**config.mk**
```make
export PLATFORM = sky130hd
export DESIGN_NAME = fifo_param
export DESIGN_NICKNAME = d
export VERILOG_FILES = /design/src/rtl/fifo_param.sv
export SDC_FILE = /design/constraint.sdc
export NUM_CORES = 1
export LEC_CHECK = 0
export ABC_CLOCK_PERIOD_IN_PS = 4800
export CAP_MARGIN = 15
export CELL_PAD_IN_SITES_DETAIL_PLACEMENT = 1
export CELL_PAD_IN_SITES_GLOBAL_PLACEMENT = 2
export CORE_UTILIZATION = 37
export DETAILED_ROUTE_END_ITERATION = 7
export PLACE_DENSITY_LB_ADDON = 0.1
export SLEW_MARGIN = 20
export SYNTH_ARGS = -nofsm -noshare
export SYNTH_HDL_FRONTEND = slang
export SYNTH_SLANG_ARGS = --single-unit
```
**constraint.sdc**
```tcl
create_clock -name clk -period 4.8 [get_ports clk]
set_input_delay 0.96 -clock clk [delete_from_list [all_inputs] [get_ports clk]]
set_output_delay 0.96 -clock clk [all_outputs]
set_load 0.1 [all_outputs]
```
**src/rtl/fifo_param.sv**
```systemverilog
// fifo_param: parametrised synchronous FIFO with programmable almost-empty /
// almost-full thresholds, occupancy reporting and overflow/underflow detection.
// DEPTH = 2**ADDR_WIDTH entries of DATA_WIDTH bits. Read data is registered.
// Optional build macro FIFO_STICKY_ERR_EN: error flags become sticky and are
// cleared by err_clr; without it they are single-cycle pulses.
module fifo_param #(
    parameter int DATA_WIDTH = 6,
    parameter int ADDR_WIDTH = 2
) (
    input  logic                  clk,
    input  logic                  reset,
    input  logic                  push,
    input  logic                  pop,
    input  logic [DATA_WIDTH-1:0] data_in,
    input  logic [ADDR_WIDTH:0]   ae_thresh,
    input  logic [ADDR_WIDTH:0]   af_thresh,
    input  logic                  err_clr,
    output logic [DATA_WIDTH-1:0] data_out,
    output logic                  valid_out,
    output logic [ADDR_WIDTH:0]   count,
    output logic                  fifo_empty,
    output logic                  fifo_full,
    output logic                  almost_empty,
    output logic                  almost_full,
    output logic                  pause,
    output logic                  overflow_err,
    output logic                  underflow_err
);

    localparam int DEPTH = 1 << ADDR_WIDTH;
    localparam logic [ADDR_WIDTH:0] DEPTH_C = {1'b1, {ADDR_WIDTH{1'b0}}};

    logic [DATA_WIDTH-1:0] mem [DEPTH];
    logic [ADDR_WIDTH-1:0] wr_ptr;
    logic [ADDR_WIDTH-1:0] rd_ptr;

    logic                  pop_ok;
    logic                  push_ok;
    logic                  ovf_now;
    logic                  unf_now;
    logic [ADDR_WIDTH:0]   count_nxt;

    // Occupancy after this edge: +1 / -1 / hold depending on accepted ops.
    function automatic logic [ADDR_WIDTH:0] next_count(
        input logic [ADDR_WIDTH:0] cur,
        input logic                wr,
        input logic                rd
    );
        logic [ADDR_WIDTH:0] res;
        res = cur;
        if (wr && !rd)
            res = cur + 1'b1;
        else if (rd && !wr)
            res = cur - 1'b1;
        return res;
    endfunction

    // Acceptance: a full FIFO still takes a push when a pop frees a slot in
    // the same cycle; an empty FIFO never bypasses data to a same-cycle pop.
    always_comb begin
        pop_ok    = pop && (count != '0);
        push_ok   = push && ((count != DEPTH_C) || pop_ok);
        ovf_now   = push && !push_ok;
        unf_now   = pop && !pop_ok;
        count_nxt = next_count(count, push_ok, pop_ok);
    end

    // Storage array: written only on accepted pushes, never reset.
    always_ff @(posedge clk) begin
        if (!reset && push_ok)
            mem[wr_ptr] <= data_in;
    end

    // Pointers, registered read data, occupancy, status flags and errors.
    always_ff @(posedge clk) begin
        if (reset) begin
            wr_ptr        <= '0;
            rd_ptr        <= '0;
            data_out      <= '0;
            valid_out     <= 1'b0;
            count         <= '0;
            fifo_empty    <= 1'b1;
            fifo_full     <= 1'b0;
            almost_empty  <= 1'b0;
            almost_full   <= 1'b0;
            pause         <= 1'b0;
            overflow_err  <= 1'b0;
            underflow_err <= 1'b0;
        end else begin
            if (push_ok)
                wr_ptr <= wr_ptr + 1'b1;
            if (pop_ok) begin
                rd_ptr   <= rd_ptr + 1'b1;
                data_out <= mem[rd_ptr];
            end
            valid_out    <= pop_ok;
            count        <= count_nxt;
            fifo_empty   <= (count_nxt == '0);
            fifo_full    <= (count_nxt == DEPTH_C);
            almost_empty <= (count_nxt != '0) && (count_nxt <= ae_thresh);
            almost_full  <= (count_nxt != DEPTH_C) && (count_nxt >= af_thresh);
            pause        <= (count_nxt >= af_thresh);
`ifdef FIFO_STICKY_ERR_EN
            // A new error in the same cycle as err_clr keeps the bit set.
            overflow_err  <= ovf_now || (overflow_err && !err_clr);
            underflow_err <= unf_now || (underflow_err && !err_clr);
`else
            overflow_err  <= ovf_now;
            underflow_err <= unf_now;
`endif
        end
    end

`ifndef FIFO_STICKY_ERR_EN
    // err_clr only matters for sticky errors.
    logic err_clr_unused;
    assign err_clr_unused = err_clr;
`endif

endmodule

```
* Yosys cells after proc, flatten, opt, wreduce, memory -nomap -nowiden
Memories as Yosys holds them, arrays and structs flattened. A register that Yosys moved wholly into a read port is not among the register bits. Index checks and enable logic that the tools add are counted.
Word-level totals: output and inout port bits 17, memories 1, flip-flop bits (word level) 15, memory bits (writable) 24
Cells by class: equal/unequal tests 3, magnitude comparators 2, add/sub/neg operators 4, reductions and logical operators 16, mux-type cells 4
Memories:
- mem | depth 4, width 6, rd ports 1, clocked after memory_dff 1, write ports 1, RTL line 33 | logic [DATA_WIDTH-1:0] mem [DEPTH];
Operator list (count):
- 1-bit logical AND | 9
- 3-bit two-way mux | 2
- 3-bit != test (second input constant) | 2
- 3-bit nonzero test | 2
- 2-bit by 1-bit adder with 2-bit output (second input constant) | 2
- 3-bit by 1-bit adder with 3-bit output (second input constant) | 1
- 3-bit == test (second input constant) | 1
- 3-bit >= comparator | 1
- 3-bit less-or-equal comparator | 1
- 1-bit zero test | 3
- 3-bit zero test | 1
- 3-bit by 1-bit subtractor with 3-bit output (second input constant) | 1
- 1-bit two-way mux | 2
- 1-bit logical OR | 1

* Logic depth before layout (Yosys ltp)
depth after elaboration 10, depth in mapped cells 12, gate-level depth less buffers 11

* Worst setup path before layout
No wires, ideal clock.
kind reg-to-reg, from register count[0], to register almost_empty, arrival time 3.246 ns, path slack 1.435 ns, required time 4.681 ns, clock period less this slack 3.365 ns, cell stages (with the launch flop) 11, path through dfxtp_1 > inv_1 > ha_1 > buf_2 > mux2i_1 > mux2i_1 > a211oi_2 > ha_1 > or2_2 > maj3_2 > o221a_1
On the way: longest elaborated chain between the ends 10
RTL lines:
- from (decl) | RTL line 20 | output logic [ADDR_WIDTH:0] count,
- from (signal assigned) | RTL line 97 | count <= count_nxt;
- 3-bit nonzero test | RTL line 61 | pop_ok = pop && (count != '0);
- 1-bit logical AND | RTL line 61
- 1-bit logical OR | RTL line 62 | push_ok = push && ((count != DEPTH_C) || pop_ok);
- 1-bit logical AND | RTL line 62
- 1-bit zero test | RTL line 53 | else if (rd && !wr)
- 1-bit logical AND | RTL line 53
- 3-bit two-way mux | RTL line 53
- 3-bit two-way mux (*) | RTL line 51 | if (wr && !rd)
- 3-bit less-or-equal comparator or 3-bit nonzero test (tied branches) | RTL line 100 | almost_empty <= (count_nxt != '0) && (count_nxt <= ae_thresh);
- 1-bit logical AND (*) | RTL line 100
- to (signal assigned) | RTL line 100
- to (decl) | RTL line 23 | output logic almost_empty,
Mark *: on every way between the ends. The rest lies on a longest branch, timed or not. A chain may end at the register's enable or synchronous reset.

* Worst setup path after layout
from input pop, to register almost_empty
On the way: longest elaborated chain between the ends 9
RTL lines:
- from (decl) | RTL line 13 | input logic pop,
- 1-bit logical AND (*) | RTL line 61
- 1-bit logical OR | RTL line 62
- 1-bit logical AND | RTL line 62
- 1-bit zero test | RTL line 53
- 1-bit logical AND | RTL line 53
- 3-bit two-way mux | RTL line 53
- 3-bit two-way mux (*) | RTL line 51
- 3-bit less-or-equal comparator or 3-bit nonzero test (tied branches) | RTL line 100
- 1-bit logical AND (*) | RTL line 100
Marks and branches as above.

==> reports/qor.csv <==
stage,metric,value,unit
worst_hold_path,hold path depth,2,
clock_network,hold_buf cts,0,
clock_network,H-tree lvl count,2,
timing,Final Max Tran Viols,0,
timing,RSZ-0062 raised after global routing,no,
worst_hold_path,Hold Crit Endpoint,data_out[2],
timing,Final Cycle Share,71.6,%
timing,Worst-Margin Slew,0.978,ns
power,Reg power frac,34.4,%
placed_design,Area after DPL,2380,um^2
setup_path,highest-delay cell along the critical path,clkdlybuf4s50_1,
setup_path,CP endpoint kind,register,
floorplanning,Die H,75.6,um
clock_network,CTS tree,built,
power,Clk pwr share,17.2,%
synthesis,Mapped Area,2000,um^2
route,routed wire length,3990,um
setup_path,Critical Path RT,4.99,ns
floorplanning,num rows,26,
synthesis,Syn Area/Cell,12.2,um^2
status,outcome,"complete, no violations",
synthesis,"FFs w/ async S/R, synth",0,%
power,Max VDD drop,271,uV
setup_path,Critical Setup Path Class,in -> reg,
timing,"Setup violations, final",0,
worst_hold_path,Hold WC Path Type,reg -> reg,
cells_and_area,post-route cell area,2480,um^2
synthesis,Yosys warnings,0,
timing,min Tclk post-route,3.43,ns
floorplanning,# IOs,34,
floorplanning,Core ar.,5170,um^2
synthesis,Synth Flop Type,edfxtp_1,
global_routing,largest net degree at the start of global routing,21,
global_routing,busiest grt layer,met2,
setup_path,CP Cell Sequence,clkdlybuf4s50_1 > inv_1 > a21oi_2 > a211oi_2 > ha_1 > or2_2 > maj3_2 > o221a_1,
synthesis,register area share after synthesis,57.0,%
route,routed vias/inst,4.86,
worst_hold_path,HP Start,data_out[2],
clock_network,CTS Buffer Depth,2,
synthesis,"count leader, synth",edfxtp_1,
global_routing,M1 GR Usage,20.2,%
synthesis,synthesized flop and latch total,45,
cells_and_area,fin nets,225,
timing,worst clock skew,0.00470,ns
cells_and_area,Post-Layout Cell Count,268,
global_routing,total grt overflow,0,
route,DR pass1 iterations,4,
timing,Fin. Hold Viols,0,
setup_path,"slowest stage delay, CP",0.70,ns
setup_path,R2R setup slack,1.83,ns
placed_design,placed cells,260,
cells_and_area,area grow syn2layout,23.9,%
placed_design,Final HPWL DP,3030,um
power,Switching Share,45.3,%
cells_and_area,"Core Util, Final",48.0,%
cells_and_area,Layout fillers,542,
cells_and_area,share of cells above drive strength 1,12.1,%
power,Power Total,1.47,mW
global_routing,first-pass GRT wire length,6560,um
setup_path,CP Max Fanout,10,
synthesis,Synth top area share,36.0,%
power,P_sw,664,uW
global_routing,number of antenna violations at the first check in global routing,0,
timing,Post-Route Setup TNS,0,ns
global_routing,vias in the first global route,1337,
clock_network,root cell of the clock tree,clkbuf_8,
synthesis,Syn Inst Count,164,
clock_network,number of gates resized after CTS,0,
synthesis,"top cells by count, synth","24 x edfxtp_1, 21 x dfxtp_1, 20 x nand2_1, 14 x inv_1",
clock_network,CTS Sinks,45,
placed_design,PortBufs,32,
clock_network,Worst-Skew Late Latency,0.29,ns
route,residual DRC count,0,
timing,Worst slew margin,34.6,%
setup_path,Buffers & Inverters on Critical Path,2,
global_routing,GR Util met3,4.50,%
setup_path,worst r2r src,count[0],
power,Lkg Pwr,0.918,nW
route,antenna-violating nets left,0,
setup_path,crit path DAT,3.62,ns
floorplanning,Horiz. Die Dim,75.6,um
route,first-iteration detailed-routing DRC count,65,
timing,Fmax,0.291,GHz
clock_network,CTS Buf Count,5,
route,DR vias,1303,
power,PD cells,591,nW/um^2
floorplanning,Die ar.,5710,um^2
global_routing,total global-route track usage,16.0,%
synthesis,main area contributors after synthesis,"edfxtp_1 36%, dfxtp_1 21%, ha_1 6.9%, mux4_2 6.7%, nand2_1 3.7%",
route,mean routed wirelength per cell,14.9,um
clock_network,# Post-CTS Setup Buffers,0,
power,Logic pwr share,48.4,%
setup_path,"delay-heaviest family, CP",compound AO/OA/AOI/OAI gates,
placed_design,Final GP Congestion,0.778,
clock_network,clk slew on worst S/H paths,0.08,ns
floorplanning,starting density of the core,38.7,%
setup_path,crit path launch type,input pin,
cells_and_area,diodes inserted,0,
setup_path,R2R Path End,almost_empty,
power,Internal,802,uW
job,maximum capacitance violations,0,
synthesis,Post-synth EDFFs,24,
global_routing,met2 Track Usage GR,26.7,%
synthesis,Unique masters post-synth,40,
synthesis,leading area contributor after synthesis,edfxtp_1,
setup_path,cell depth of the worst flop-to-flop path,9,
synthesis,syn nets,192,
==> worst register-to-register path, cell delays in order, from the launching register on <==
cell	delay, ns
dfxtp_1	0.38
inv_1	0.14
ha_1	0.39
mux2i_1	0.30
mux2i_1	0.12
a211oi_2	0.36
ha_1	0.33
or2_2	0.30
maj3_2	0.31
o221a_1	0.22
==> flip-flops by register name, indices dropped and copies added, names as in the netlist <==
signal and count:
mem 24, data_out 6, count 3, rd_ptr 2, wr_ptr 2, almost_empty 1
almost_full 1, fifo_empty 1, fifo_full 1, overflow_err 1, pause 1, underflow_err 1
valid_out 1
==> cell families after synthesis <==
logic type                 count (synthesis)  synth area share [%]
adders and majority gates                 12                  7.43
xor gates and xnor gates                   3                  1.31
muxes                                      9                  8.31
buffers and inverters                     21                  4.50
and+or+nand+nor                           53                  13.6
AOI/OAI and AO/OA                         21                  7.93
DFF                                       45                  57.0
==> through the flow <==
stage / worst slack, ns / hold slack (ns)
after global routing: 1.17 / 0.484
after CTS: 1.34 / 0.463
after global placement: 1.10 / 0.445
after detailed placement: 1.05 / 0.452
final: 1.37 / 0.461
after floorplan: 1.44 / 0.469
==> worst max-delay path by stage <==
| stage | startpoint | to | slack (ns) | depth (start not counted) |
|---|---|---|---|---|
| 2_1_floorplan | count[0] | almost_empty | 1.44 | 10 |
| 3_3_place_gp | pop | almost_empty | 1.10 | 8 |
| 3_5_place_dp | pop | almost_empty | 1.05 | 8 |
| 4_1_cts | pop | almost_empty | 1.34 | 8 |
| 5_1_grt | pop | almost_empty | 1.17 | 8 |
| 6_report | pop | almost_empty | 1.37 | 8 |
==> per-layer routing <==
metal / up-vias / part of all wire, %
met1: 633 / 45
met5: - / 0
li1: 645 / -
met2: 20 / 50
met4: 0 / 1.3
met3: 5 / 3.0
==> power groups by stage <==
stage | logic (mW) | clock network (mW) | registers, mW
3_3_place_gp | 0.697 | 0 | 0.512
4_1_cts | 0.717 | 0.260 | 0.507
5_1_grt | 0.761 | 0.276 | 0.513
3_5_place_dp | 0.715 | 0 | 0.516
2_1_floorplan | 0.281 | 0 | 0.784
6_report | 0.709 | 0.251 | 0.505
==> cell type report <==
| type | instances | area [um^2] | area share, % |
|---|---|---|---|
| multi-input cells | 98 | 772 | 31.1 |
| repair buffers | 33 | 328 | 13.2 |
| clock buffers | 6 | 82.6 | 3.33 |
| flip-flops and latches | 45 | 1140 | 46.0 |
| clock inverters | 2 | 17.5 | 0.706 |
| well taps | 70 | 87.6 | 3.53 |
| inverters | 14 | 52.6 | 2.12 |
==> cell usage in the layout, fill, tap and decap left out, drive strengths merged, types with 3 or more instances in the layout <==
cell / n
a211oi: 3
a21oi: 10
and2: 4
clkbuf: 6
clkdlybuf4s50: 32
dfxtp: 21
edfxtp: 24
ha: 11
inv: 15
mux4: 6
nand2: 21
nor2: 11
nor2b: 4
Note: power is estimated with default switching activity, not from simulation.
==> patch (same flow settings) <==
Build with the macro `FIFO_STICKY_ERR_EN` defined.
--- a/src/rtl/fifo_param.sv
+++ b/src/rtl/fifo_param.sv
@@ -5,2 +5,4 @@
 // cleared by err_clr; without it they are single-cycle pulses.
+`define FIFO_STICKY_ERR_EN
+
 module fifo_param #(
Behaviour: not the same (Yosys sat finds a counterexample within 4 cycles, from zero or initial values and one cycle with reset high).
==> patch against the unedited design <==
Wire length rose by 1.5%; area after synthesis rose by 2.8%; sequential cell count did not move; power rose by 3.0%; via count rose by 2.8%; design area rose by 1.9%; synthesized cell count rose by 3.0%; final cell count rose by 1.9%; worst setup slack improved by 0.17 ns; largest power group unchanged.
==> patch: results (changes against the unedited design) <==
{| class="wikitable"
! Metric !! Value
|-
| Outcome || complete, no violations
|-
| Destination of the worst hold path || data_out[3]$_SDFFE_PP0N_
|-
| Multi-input combinational gate total || 103 (+5.1%)
|-
| Placer congestion estimate || 0.708 (-9.0%)
|-
| Detailed Route WL || 4050 µm (+1.5%)
|-
| Cells after synthesis || 169 (+3.0%)
|-
| Non-clock buffer share || 13.4% (+0.15 points)
|-
| Highest attainable clock frequency || 306 MHz (+5.2%)
|-
| Synthesized netlist net count || 197 (+2.6%)
|-
| Number of placed cells counting well taps || 265 (+1.9%)
|-
| Highest fanout seen on the critical path || 9 (-1)
|-
| Clock-cell share || 4.21% (+0.17 points)
|-
| Most frequent cells after synthesis || sky130_fd_sc_hd__edfxtp_1, sky130_fd_sc_hd__dfxtp_1, sky130_fd_sc_hd__nand2_1, sky130_fd_sc_hd__inv_1, sky130_fd_sc_hd__nor2_1
|-
| Final #Nets || 230 (+2.2%)
|-
| Maximum number of pins on one net before global-route repair || 20 (-4.8%)
|-
| Proportion of synthesized chip area in sequential cells || 55.4% (-1.6 points)
|-
| Pre-CTS setup slack || 1.20 ns (+0.154 ns)
|-
| Signal inverters || 13 (-1)
|-
| Worst hold-check slack || 0.459 ns (-0.00222 ns)
|-
| Drt via density || 4.91 (+0.96%)
|-
| Met1 track utilization from global routing || 17.6% (-2.5 points)
|-
| Routed metal-1 wire length || 1770 µm (-2.2%)
|-
| Cell class contributing the biggest share of worst-path delay || buffers and inverters
|-
| Sum of met2 wire segment lengths after detailed routing || 2110 µm (+5.2%)
|-
| Global-route usage over all layers || 15.0% (-1.0 points)
|-
| Final cell utilization of the core || 48.3% (+0.31 points)
|-
| Seq_cells || 45 (unchanged)
|-
| DR WL/cell || 14.8 µm (-0.41%)
|-
| Worst endpoint required time || 4.98 ns (about the same)
|}
## patch: changes by cell type after synthesis, sizes merged
cell    unedited run  this run
and4               2         0
nor2              11        13
a21oi             10        11
and2b              0         1
buf                5         6
inv               14        13
nand2             21        20
nand2b             2         3
nand3              1         2
nand4              0         1
nor2b              4         5
nor3               2         3
nor4               1         0
## patch: kinds of logic (layout without fill, tap and decap cells)
kind of cell / Yosys count / count (layout) / synth area share, %
buffers and inverters: 21 / 55 / 5.41
adders and majority gates: 12 / 12 / 7.23
and+or+nand+nor: 57 / 57 / 14.6
AOI/OAI and AO/OA: 22 / 22 / 7.78
xor gates and xnor gates: 3 / 3 / 1.28
DFF: 45 / 45 / 55.4
muxes: 9 / 9 / 8.26
## patch: power breakdown
| part | total, µW | internal [µW] | switching, µW |
|---|---|---|---|
| registers | 506 | 460 | 45.8 |
| clock network | 272 | 154 | 119 |
| logic | 730 | 236 | 495 |
